### src/rtl/aes_block_loader.sv
// rtl/aes_block_loader.sv - word-stream loader that assembles AES-128 key/plaintext and gates block valid after a settle time
//
// Collects 32-bit words from a valid/ready stream into a 128-bit key and a
// 128-bit plaintext block, drives them to the combinational AES core, and
// raises blk_valid once the core path has had SETTLE_CYCLES clocks to settle.
// A loaded key is reused for every following block until a new key is streamed.
//
// Ports:
//   clk        in   1       rising-edge clock
//   rst        in   1       synchronous active-high reset
//   in_valid   in   1       in_word valid
//   in_ready   out  1       loader accepts a word this cycle (registered)
//   in_word    in   32      stream word, MSB first
//   in_new_key in   1       with first word of a block: 1 = key+data, 0 = data only
//   data_out   out  128     plaintext, first word in bits [127:96]
//   key_out    out  128     current key, first word in bits [127:96]
//   blk_valid  out  1       outputs settled, core result may be sampled
//   blk_ready  in   1       consumer sampled, release the block
//   key_loaded out  1       a full key has been accepted since reset
//   blk_count  out  CNT_W   released blocks, wrapping
module aes_block_loader #(
    parameter int SETTLE_CYCLES = 4,
    parameter int CNT_W         = 16
) (
    input  logic             clk,
    input  logic             rst,
    input  logic             in_valid,
    output logic             in_ready,
    input  logic [31:0]      in_word,
    input  logic             in_new_key,
    output logic [127:0]     data_out,
    output logic [127:0]     key_out,
    output logic             blk_valid,
    input  logic             blk_ready,
    output logic             key_loaded,
    output logic [CNT_W-1:0] blk_count
);

    typedef enum logic [2:0] {
        IDLE,
        KEY,
        DATA,
        SETTLE,
        OUT
    } state_t;

    // Down-counter starts at SETTLE_CYCLES-1 so OUT is reached exactly
    // SETTLE_CYCLES edges after the last data word is accepted.
    localparam logic [7:0] SETTLE_LOAD = 8'((SETTLE_CYCLES > 0) ? SETTLE_CYCLES - 1 : 0);

    state_t     state;
    logic [1:0] cnt;
    logic [7:0] settle_cnt;
    logic       xfer;

    // in_ready is a registered state decode, so this carries no path from
    // in_valid to any output.
    assign xfer = in_valid && in_ready;

    // Word 0 lands in the most-significant 32 bits (bit 0 of the big-endian
    // [0:127] view of the AES block).
    function automatic logic [127:0] put_word(input logic [127:0] v,
                                              input logic [1:0]   idx,
                                              input logic [31:0]  w);
        logic [127:0] r;
        r = v;
        case (idx)
            2'd0:    r[127:96] = w;
            2'd1:    r[95:64]  = w;
            2'd2:    r[63:32]  = w;
            default: r[31:0]   = w;
        endcase
        return r;
    endfunction

    always_ff @(posedge clk) begin
        if (rst) begin
            state      <= IDLE;
            cnt        <= 2'd0;
            settle_cnt <= 8'd0;
            data_out   <= '0;
            key_out    <= '0;
            blk_valid  <= 1'b0;
            in_ready   <= 1'b1;
            key_loaded <= 1'b0;
            blk_count  <= '0;
        end else begin
            case (state)
                IDLE: begin
                    if (xfer) begin
                        cnt <= 2'd1;
                        if (in_new_key) begin
                            key_out <= put_word(key_out, 2'd0, in_word);
                            state   <= KEY;
                        end else begin
                            data_out <= put_word(data_out, 2'd0, in_word);
                            state    <= DATA;
                        end
                    end
                end

                KEY: begin
                    if (xfer) begin
                        key_out <= put_word(key_out, cnt, in_word);
                        cnt     <= cnt + 2'd1;
                        if (cnt == 2'd3) begin
                            key_loaded <= 1'b1;
                            state      <= DATA;
                        end
                    end
                end

                DATA: begin
                    if (xfer) begin
                        data_out <= put_word(data_out, cnt, in_word);
                        cnt      <= cnt + 2'd1;
                        if (cnt == 2'd3) begin
                            in_ready <= 1'b0;
                            if (SETTLE_CYCLES == 0) begin
                                blk_valid <= 1'b1;
                                state     <= OUT;
                            end else begin
                                settle_cnt <= SETTLE_LOAD;
                                state      <= SETTLE;
                            end
                        end
                    end
                end

                SETTLE: begin
                    if (settle_cnt == 8'd0) begin
                        blk_valid <= 1'b1;
                        state     <= OUT;
                    end else begin
                        settle_cnt <= settle_cnt - 8'd1;
                    end
                end

                OUT: begin
                    if (blk_ready) begin
                        blk_valid <= 1'b0;
                        in_ready  <= 1'b1;
                        blk_count <= blk_count + CNT_W'(1);
                        state     <= IDLE;
                    end
                end

                default: begin
                    blk_valid <= 1'b0;
                    in_ready  <= 1'b1;
                    state     <= IDLE;
                end
            endcase
        end
    end

endmodule

### config.mk
export PLATFORM = sky130hd
export DESIGN_NAME = aes_block_loader
export DESIGN_NICKNAME = d
export VERILOG_FILES = /design/src/rtl/aes_block_loader.sv
export SDC_FILE = /design/constraint.sdc
export NUM_CORES = 1
export LEC_CHECK = 0
export ABC_AREA = 1
export BUFFER_PORTS_ARGS = -buffer_cell sky130_fd_sc_hd__buf_2
export CORE_MARGIN = 1
export CORE_UTILIZATION = 40
export DETAILED_ROUTE_END_ITERATION = 12
export GPL_TIMING_DRIVEN = 1
export SYNTH_ARGS = -nofsm -noshare
export SYNTH_HDL_FRONTEND = slang
export SYNTH_SLANG_ARGS = --single-unit
### constraint.sdc
create_clock -name clk -period 3.36 [get_ports clk]
set_input_delay 1.008 -clock clk [delete_from_list [all_inputs] [get_ports clk]]
set_output_delay 1.008 -clock clk [all_outputs]
set_load 0.02 [all_outputs]
==> reports/qor.yml, run 1 <==
run_status:
  status: "finished, final reports clean"
sta:
  hold_violations: 0
  whs_ps: 449.2
  setup_tns_ps: 0
  fmax_ghz: 0.4587
  maxSlewHeadroom: 0.4208
  min_period_over_period: 0.6488
  slew_violations: 0
  worst_slew_pin_slew_ps: 868.8
  period_needed_ps: 2180
  clock-skew-final_ps: 19.00
  rsz0062_at_grt: "no"
  finalSetupViolCount: 0
global_routing:
  first_global_vias: 8372
  grt_max_degree: 102
  grt-ovfl-total: 0
  grt_pass1_wl_um: 47740
  met1_usage: 0.3110
  gr-usage-met3: 0.05857
  antenna_found_initial: 0
  top_usage_layer: "met2"
  grtUsageTotal: 0.2284
  met2_usage: 0.3561
die:
  num_io_pins: 312
  num_rows: 58
  die_w_um: 162.4
  start_util: 0.4088
  core_area_um2: 25180
  fp.dieH_um: 162.4
  dieArea_um2: 26380
worst_setup_path:
  r2r_slack_ps: 1190
  required_ps: 2350
  path_class: "reg2out"
  slowest_delay_ps: 420
  crit_path_end: "blk_count[7]"
  cpMaxStageDelayCell: "dfxtp_1"
  end_kind: "primary output"
  path_buf_inv: 1
  cp.depth: 1
  cp_max_fo: 5
  start_kind: "flop"
  arrival_ps: 1170
  r2r-end: "key_out[49]"
  reg2reg_from: "state[1]"
  critPathTopFamily: "flip-flops"
  startpoint: "blk_count[7]"
  crit_chain: "buf_2"
  ff2ff_path_depth: 7
synthesis:
  ys_top_cells_by_area: "dfxtp_1 56%, a21oi_1 12%, o21ai_0 10%"
  syn_nets: 1254
  synth_top_area_frac: 0.5600
  synth_cell_types: 31
  synth.largest_area_cell: "dfxtp_1"
  synth_most_common_cell: "dfxtp_1"
  netlist_area_um2: 10290
  syn_inst: 1209
  ys_seq_elements: 288
  yosysWarnings: 0
  async_flop_share: 0
  ys_seq_area_frac: 0.5600
  synthTopCellsByCount: "288 x dfxtp_1, 245 x a21oi_1, 211 x o21ai_0"
  avgSynthCellArea_um2: 8.515
  synthFlopType: "dfxtp_1"
  synth-edff-count: 0
power_and_ir_drop:
  powerDensity_nw_per_um2: 772.5
  p_leak_nw: 6.304
  peakVddDrop_v: 0.0004635
  power_mw: 10.10
final_layout:
  diodes: 0
  nFillCells: 2425
  drive_gt1_frac: 0.2692
  fin_util: 0.5194
  syn2layout_area_growth_pct: 27.05
  finalNonFillerCells: 1842
  layout.nets: 1533
clock_tree:
  cts_resized: 0
  cts.reportedPaths.clkPinSlew_ps: 60
  numCtsBuffers: 30
  cts_buffer_depth: 3
  cts_hold_buf: 0
  post_cts_buffers: 0
  cts.sinks: 288
  cts_tree: "built"
  clock_latency_ps: 550
  cts_root_buffer: "clkbuf_16"
  ctsHtreeMaxLevel: 1
route:
  routedWlPerCell_um: 16.97
  drcViolationCount: 0
  viasPerCell: 5.020
  routed_wirelength_um: 31270
  dr.pass1.iters: 5
  dr.first_iter.drc_count: 596
  vias: 9247
  ant_nets: 0
placement:
  gp_congestion: 0.8288
  place_inst: 1786
  io_buffers: 311
  hpwl_um: 20540
flow_run:
  cap_violations: 0
worst_hold_path:
  hold_class: "reg2reg"
[metal layers]
layer  share of wire  vias up
met2            0.45      275
met3           0.077       42
li1                -     4658
met5               0        -
met4           0.022        0
met1            0.46     4272
[final cells by class]
| cell class | count | area [um2] | area share |
|---|---|---|---|
| multi-input combinational | 757 | 3780 | 0.2890 |
| inverter | 83 | 319.1 | 0.02439 |
| clock inverter | 10 | 181.4 | 0.01387 |
| tap | 330 | 412.9 | 0.03157 |
| sequential | 288 | 5766 | 0.4408 |
| timing repair buffer | 328 | 1709 | 0.1307 |
| clock buffer | 46 | 912.1 | 0.06973 |
[worst min-delay path, cell delays in order, from the launching register on]
cell and delay (ps):
dfxtp_1 310, inv_1 50, a21oi_1 50
[cells by family (layout without fill, tap and decap cells)]
logic type               count (synthesis)  in the layout  share of synthesized area
AO/OA/AOI/OAI                          522            522                     0.2550
XOR/XNOR                                 4              4                   0.003404
adder cells (fa/ha/maj)                  8              8                   0.009723
buffers and inverters                  164            467                    0.07280
flip-flops                             288            288                     0.5600
AND/OR/NAND/NOR                        223            223                    0.09905
[worst min-delay path by stage]
stage / slack [ps] / cells after the start / start / endpoint
2_1_floorplan: 460 / 2 / settle_cnt[6] / settle_cnt[6]
3_3_place_gp: 440 / 2 / key_loaded / key_loaded
3_5_place_dp: 440 / 2 / blk_valid / blk_valid
4_1_cts: 450 / 2 / key_loaded / key_loaded
5_1_grt: 470 / 2 / key_loaded / key_loaded
6_report: 450 / 2 / blk_valid / blk_valid
[state kept, by name, summed over array words and instances (netlist names)]
signal and flops:
in_ready 1, key_loaded 1, cnt 2, settle_cnt 8
data_out 128, key_out 128, blk_valid 1, state 3
blk_count 16
[cells in the final DEF, fill, tap and decap left out, types with 2 or more instances in the layout]
cell type / instances
ha_1: 8
nand4_1: 8
o211ai_1: 2
clkbuf_8: 8
xnor2_1: 2
o21ai_1: 61
buf_4: 15
nor2_8: 2
clkbuf_16: 31
nor2_2: 3
xor2_1: 2
a211oi_1: 2
buf_12: 2
clkbuf_1: 7
nand3_2: 4
nor2_4: 6
dfxtp_1: 288
inv_1: 71
nor3_1: 3
nand2_2: 2
nand3b_1: 4
o21ai_0: 211
buf_2: 311
inv_2: 9
nor2_1: 104
clkinv_2: 5
a21oi_1: 245
nand2_1: 71
nand3_1: 14
bufinv_16: 5
[through the flow]
| stage | setup slack (ps) | instance area (um2) |
|---|---|---|
| finish | 1180 | 13080 |
| CTS | 1161 | 13080 |
| detailed placement | 656.0 | 11990 |
| global placement | 698.3 | 11990 |
| floorplan | 1307 | 10290 |
| global route | 895.8 | 13080 |
[power by group]
part	leakage [nW]	switching [mW]	total [mW]	internal [mW]
logic	3.43	1.67	2.37	0.698
registers	2.34	0.245	4.10	3.86
clock network	0.534	1.39	3.63	2.25
total	6.30	3.30	10.1	6.80
(Power assumes the default switching activity.)
==> run 2: changes to the inputs <==
==> constraint.sdc (replaced) <==
create_clock -name clk -period 2.3 [get_ports clk]
set_input_delay 0.69 -clock clk [delete_from_list [all_inputs] [get_ports clk]]
set_output_delay 0.69 -clock clk [all_outputs]
set_load 0.02 [all_outputs]
==> reports/qor.yml, run 2 (synthesis gave the netlist of run 1 again) <==
run_status:
  status: "finished, final reports clean"
worst_hold_path:
  hold_depth: 3
  holdPathEnd: "data_out[110]"
  hold_path.startpoint: "in_word[14]"
  hold_class: "in2reg"
clock_tree:
  post_cts_buffers: 0
  cts_tree: "built"
  cts_buffer_depth: 3
  clock_latency_ps: 560
  cts.reportedPaths.clkPinSlew_ps: 60
  cts.sinks: 288
  cts_root_buffer: "clkbuf_16"
  numCtsBuffers: 31
  cts_resized: 0
  cts_hold_buf: 0
  ctsHtreeMaxLevel: 1
worst_setup_path:
  arrival_ps: 1170
  crit_chain: "buf_2"
  cpMaxStageDelayCell: "dfxtp_1"
  required_ps: 1610
  r2r_slack_ps: 440
  ff2ff_path_depth: 9
  end_kind: "primary output"
  cp_max_fo: 5
  start_kind: "flop"
  path_class: "reg2out"
  r2r-end: "data_out[112]"
  path_buf_inv: 1
  critPathTopFamily: "flip-flops"
  reg2reg_from: "cnt[0]"
  slowest_delay_ps: 410
route:
  viasPerCell: 5.001
  dr.first_iter.drc_count: 728
  drcViolationCount: 0
  ant_nets: 0
  vias: 9252
  routedWlPerCell_um: 16.75
  dr.pass1.iters: 4
  routed_wirelength_um: 30990
die:
  core_area_um2: 25180
  die_w_um: 162.4
  num_rows: 58
  start_util: 0.4088
  fp.dieH_um: 162.4
  num_io_pins: 312
  dieArea_um2: 26380
global_routing:
  first_global_vias: 8480
  grt_pass1_wl_um: 47420
  grt-ovfl-total: 0
  grt_max_degree: 65
  antenna_found_initial: 0
  grtUsageTotal: 0.2260
final_layout:
  syn2layout_area_growth_pct: 28.56
  final_cell_area_um2: 13240
  largest_registers: "data_out: 128 flops, key_out: 128 flops, blk_count: 16 flops"
  final_common_cell: "buf_2"
  layout.nets: 1542
  finalNonFillerCells: 1850
  mostFrequentLayoutCells: "311 x buf_2, 288 x dfxtp_1, 245 x a21oi_1"
  fin_util: 0.5256
  diodes: 0
  drive_gt1_frac: 0.2757
sta:
  clock-skew-final_ps: 5.742
  maxSlewHeadroom: 0.5224
  rsz0062_at_grt: "no"
  worst_slew_pin_slew_ps: 715.4
  period_needed_ps: 1864
  setup_tns_ps: 0
  hold_violations: 0
  slew_violations: 0
  min_period_over_period: 0.8103
  fmax_ghz: 0.5366
  finalSetupViolCount: 0
placement:
  gp_congestion: 0.8138
  hpwl_um: 20880
  place_area_um2: 12180
  io_buffers: 311
  place_inst: 1794
power_and_ir_drop:
  p_leak_nw: 6.375
  powerDensity_nw_per_um2: 1099
  peakVddDrop_v: 0.0007390
  power_mw: 14.54
flow_run:
  cap_violations: 0
## run 2: per-stage QoR
stage	hold WS (ps)	setup slack, ps
after floorplan	458.7	565.4
after global placement	436.3	140.8
after detailed placement	440.2	94.88
after CTS	345.8	420.7
after global routing	362.9	244.7
final	366.3	436.3
## run 2: worst register-to-register path, delay by kind of cell, from the launching register on
| family | cells | cell delay, ps |
|---|---|---|
| simple gates | 6 | 530 |
| flops | 1 | 400 |
| fa+ha+maj | 1 | 230 |
| buf+inv | 2 | 630 |
## run 2: how the worst max path moves through the flow
stage / start / slack [ps] / cells past startpoint / end
floorplan: in_valid / 570 / 6 / data_out[64]
global placement: in_valid / 140 / 10 / data_out[127]
detailed placement: in_valid / 90 / 10 / data_out[113]
CTS: blk_count[12] / 420 / 1 / blk_count[12]
global route: cnt[0] / 240 / 9 / data_out[112]
finish: blk_count[12] / 440 / 1 / blk_count[12]
## run 2: metal layers
metal | share of wire | GRT usage | up-vias
li1 | - | - | 4675
met4 | 0.023 | 0.05918 | 0
met1 | 0.45 | 0.2989 | 4246
met2 | 0.45 | 0.3586 | 281
met5 | 0 | 0 | -
met3 | 0.079 | 0.06646 | 50
## run 2: layout make-up
cell class,count,area (um2)
sequential,288,5766
fill,2375,11950
tap,330,412.9
timing repair buffer,336,1907
clock buffer,41,883.3
multi-input combinational,757,3780
inverter,83,319.1
clock inverter,15,167.7
## run 2: where the power goes
part	switching, mW	internal, mW	leakage, nW	total, mW
Sequential	0.354	5.63	2.34	5.99
Combinational	2.43	1.05	3.51	3.49
Clock	2.04	3.03	0.527	5.07
Total	4.83	9.71	6.38	14.5
==> run 3: changes to the inputs <==
==> constraint.sdc (replaced) <==
create_clock -name clk -period 1.8 [get_ports clk]
set_input_delay 0.54 -clock clk [delete_from_list [all_inputs] [get_ports clk]]
set_output_delay 0.54 -clock clk [all_outputs]
set_load 0.02 [all_outputs]
==> reports/qor.yml, run 3 (synthesis gave the netlist of run 1 again) <==
worst_setup_path:
  arrival_ps: 1150
  cp_max_fo: 5
  ff2ff_path_depth: 8
  critPathTopFamily: "flip-flops"
  path_class: "reg2out"
  path_buf_inv: 1
  cp.depth: 1
  r2r_slack_ps: 220
  required_ps: 1260
  crit_chain: "buf_2"
  reg2reg_from: "state[2]"
  start_kind: "flop"
  end_kind: "primary output"
  startpoint: "blk_count[12]"
  slowest_delay_ps: 410
  crit_path_end: "blk_count[12]"
  cpMaxStageDelayCell: "dfxtp_1"
  r2r-end: "key_out[35]"
route:
  routed_wirelength_um: 31470
  drcViolationCount: 0
  vias: 9355
  top_layer: "met4"
  wl_met1_um: 14080
  routedWlPerCell_um: 16.89
  wl_met3_um: 2463
  ant_nets: 0
  route.met2.wl_um: 14320
  dr.first_iter.drc_count: 670
  viasPerCell: 5.021
  dr.pass1.iters: 5
placement:
  hpwl_um: 21210
  gp_congestion: 0.8785
  io_buffers: 311
die:
  num_io_pins: 312
  num_rows: 58
  die_w_um: 162.4
  core_area_um2: 25180
  start_util: 0.4088
  dieArea_um2: 26380
  fp.dieH_um: 162.4
final_layout:
  drive_gt1_frac: 0.2798
  final_common_cell: "buf_2"
  mostFrequentLayoutCells: "311 x buf_2, 286 x dfxtp_1, 245 x a21oi_1"
  layout.nets: 1556
  fin_util: 0.5318
  largest_registers: "data_out: 128 flops, key_out: 128 flops, blk_count: 16 flops"
  nFillCells: 2356
  syn2layout_area_growth_pct: 30.08
  diodes: 0
power_and_ir_drop:
  powerDensity_nw_per_um2: 1392
  peakVddDrop_v: 0.0007988
  p_leak_nw: 6.440
sta:
  finalSetupViolCount: 0
  fmax_ghz: 0.5903
  slew_violations: 0
  maxSlewHeadroom: 0.6868
  period_needed_ps: 1694
  worst_slew_pin_slew_ps: 466.6
  min_period_over_period: 0.9411
  hold_violations: 0
  clock-skew-final_ps: 12.59
  setup_tns_ps: 0
  rsz0062_at_grt: "no"
global_routing:
  grtUsageTotal: 0.2294
  grt_max_degree: 66
  grt-ovfl-total: 0
  antenna_found_initial: 0
  first_global_vias: 8596
  grt_pass1_wl_um: 48230
worst_hold_path:
  hold_class: "in2reg"
clock_tree:
  numCtsBuffers: 30
  cts_tree: "built"
  cts_hold_buf: 0
  cts_root_buffer: "clkbuf_16"
  cts.sinks: 288
  cts_buffer_depth: 3
  clock_latency_ps: 560
  ctsHtreeMaxLevel: 1
  cts.reportedPaths.clkPinSlew_ps: 60
flow_run:
  cap_violations: 0
run_status:
  status: "finished, final reports clean"
run 3: cell types whose count changed in the layout (fill, tap and decap cells not counted), sizes merged:
| cell | change |
|---|---|
| clkbuf | +8 |
| clkinv | -6 |
| clkinvlp | -1 |
| bufinv | -2 |
| buf | +14 |
run 3: power breakdown:
group | internal [mW] | leakage [nW] | total, mW | switching (mW)
clock network | 3.63 | 0.489 | 6.17 | 2.54
registers | 7.20 | 2.34 | 7.64 | 0.442
logic | 1.62 | 3.62 | 4.83 | 3.21
run 3: layer usage:
metal  global-route usage  vias up
li1                     -     4708
met1               0.3091     4318
met2               0.3617      293
met3              0.06035       36
met4              0.06089        0
met5                    0        -
run 3: how the worst min path moves through the flow:
| stage | from | end | slack, ps | cells after the start |
|---|---|---|---|---|
| 2_1_floorplan | settle_cnt[6] | settle_cnt[6] | 460 | 2 |
| 3_3_place_gp | key_loaded | key_loaded | 440 | 2 |
| 3_5_place_dp | key_loaded | key_loaded | 440 | 2 |
| 4_1_cts | in_word[19] | data_out[115] | 200 | 3 |
| 5_1_grt | in_word[19] | data_out[115] | 200 | 3 |
| 6_report | in_word[13] | data_out[109] | 230 | 3 |
run 3: cell type report:
| class | count | area, um2 | area share |
|---|---|---|---|
| flip-flops and latches | 288 | 5768 | 0.4307 |
| multi-input cells | 757 | 3780 | 0.2823 |
| repair buffers | 351 | 2120 | 0.1583 |
| clock buffers | 48 | 918.4 | 0.06858 |
| well taps | 330 | 412.9 | 0.03083 |
| inverters | 83 | 319.1 | 0.02383 |
| clock inverters | 6 | 73.82 | 0.005512 |
run 3: what timing repair did:
item                       CTS  global route
resized for setup            0             4
setup endpoints to repair    0            23
buffers inserted             0             2
run 3: per-stage QoR:
stage | cells | hold WS (ps) | instance area, um2 | setup slack (ps) | power, mW
after detailed placement | 1806 | 444.4 | 12340 | 33.36 | 12.57
after global placement | 1806 | 436.5 | 12340 | 66.38 | 12.51
final | 1863 | 228.6 | 13390 | 106.0 | 18.65
after CTS | 1860 | 201.1 | 13330 | 65.26 | 18.79
after global routing | 1863 | 202.0 | 13390 | 5.604 | 19.58
after floorplan | 1209 | 458.7 | 10290 | 215.4 | 10.80
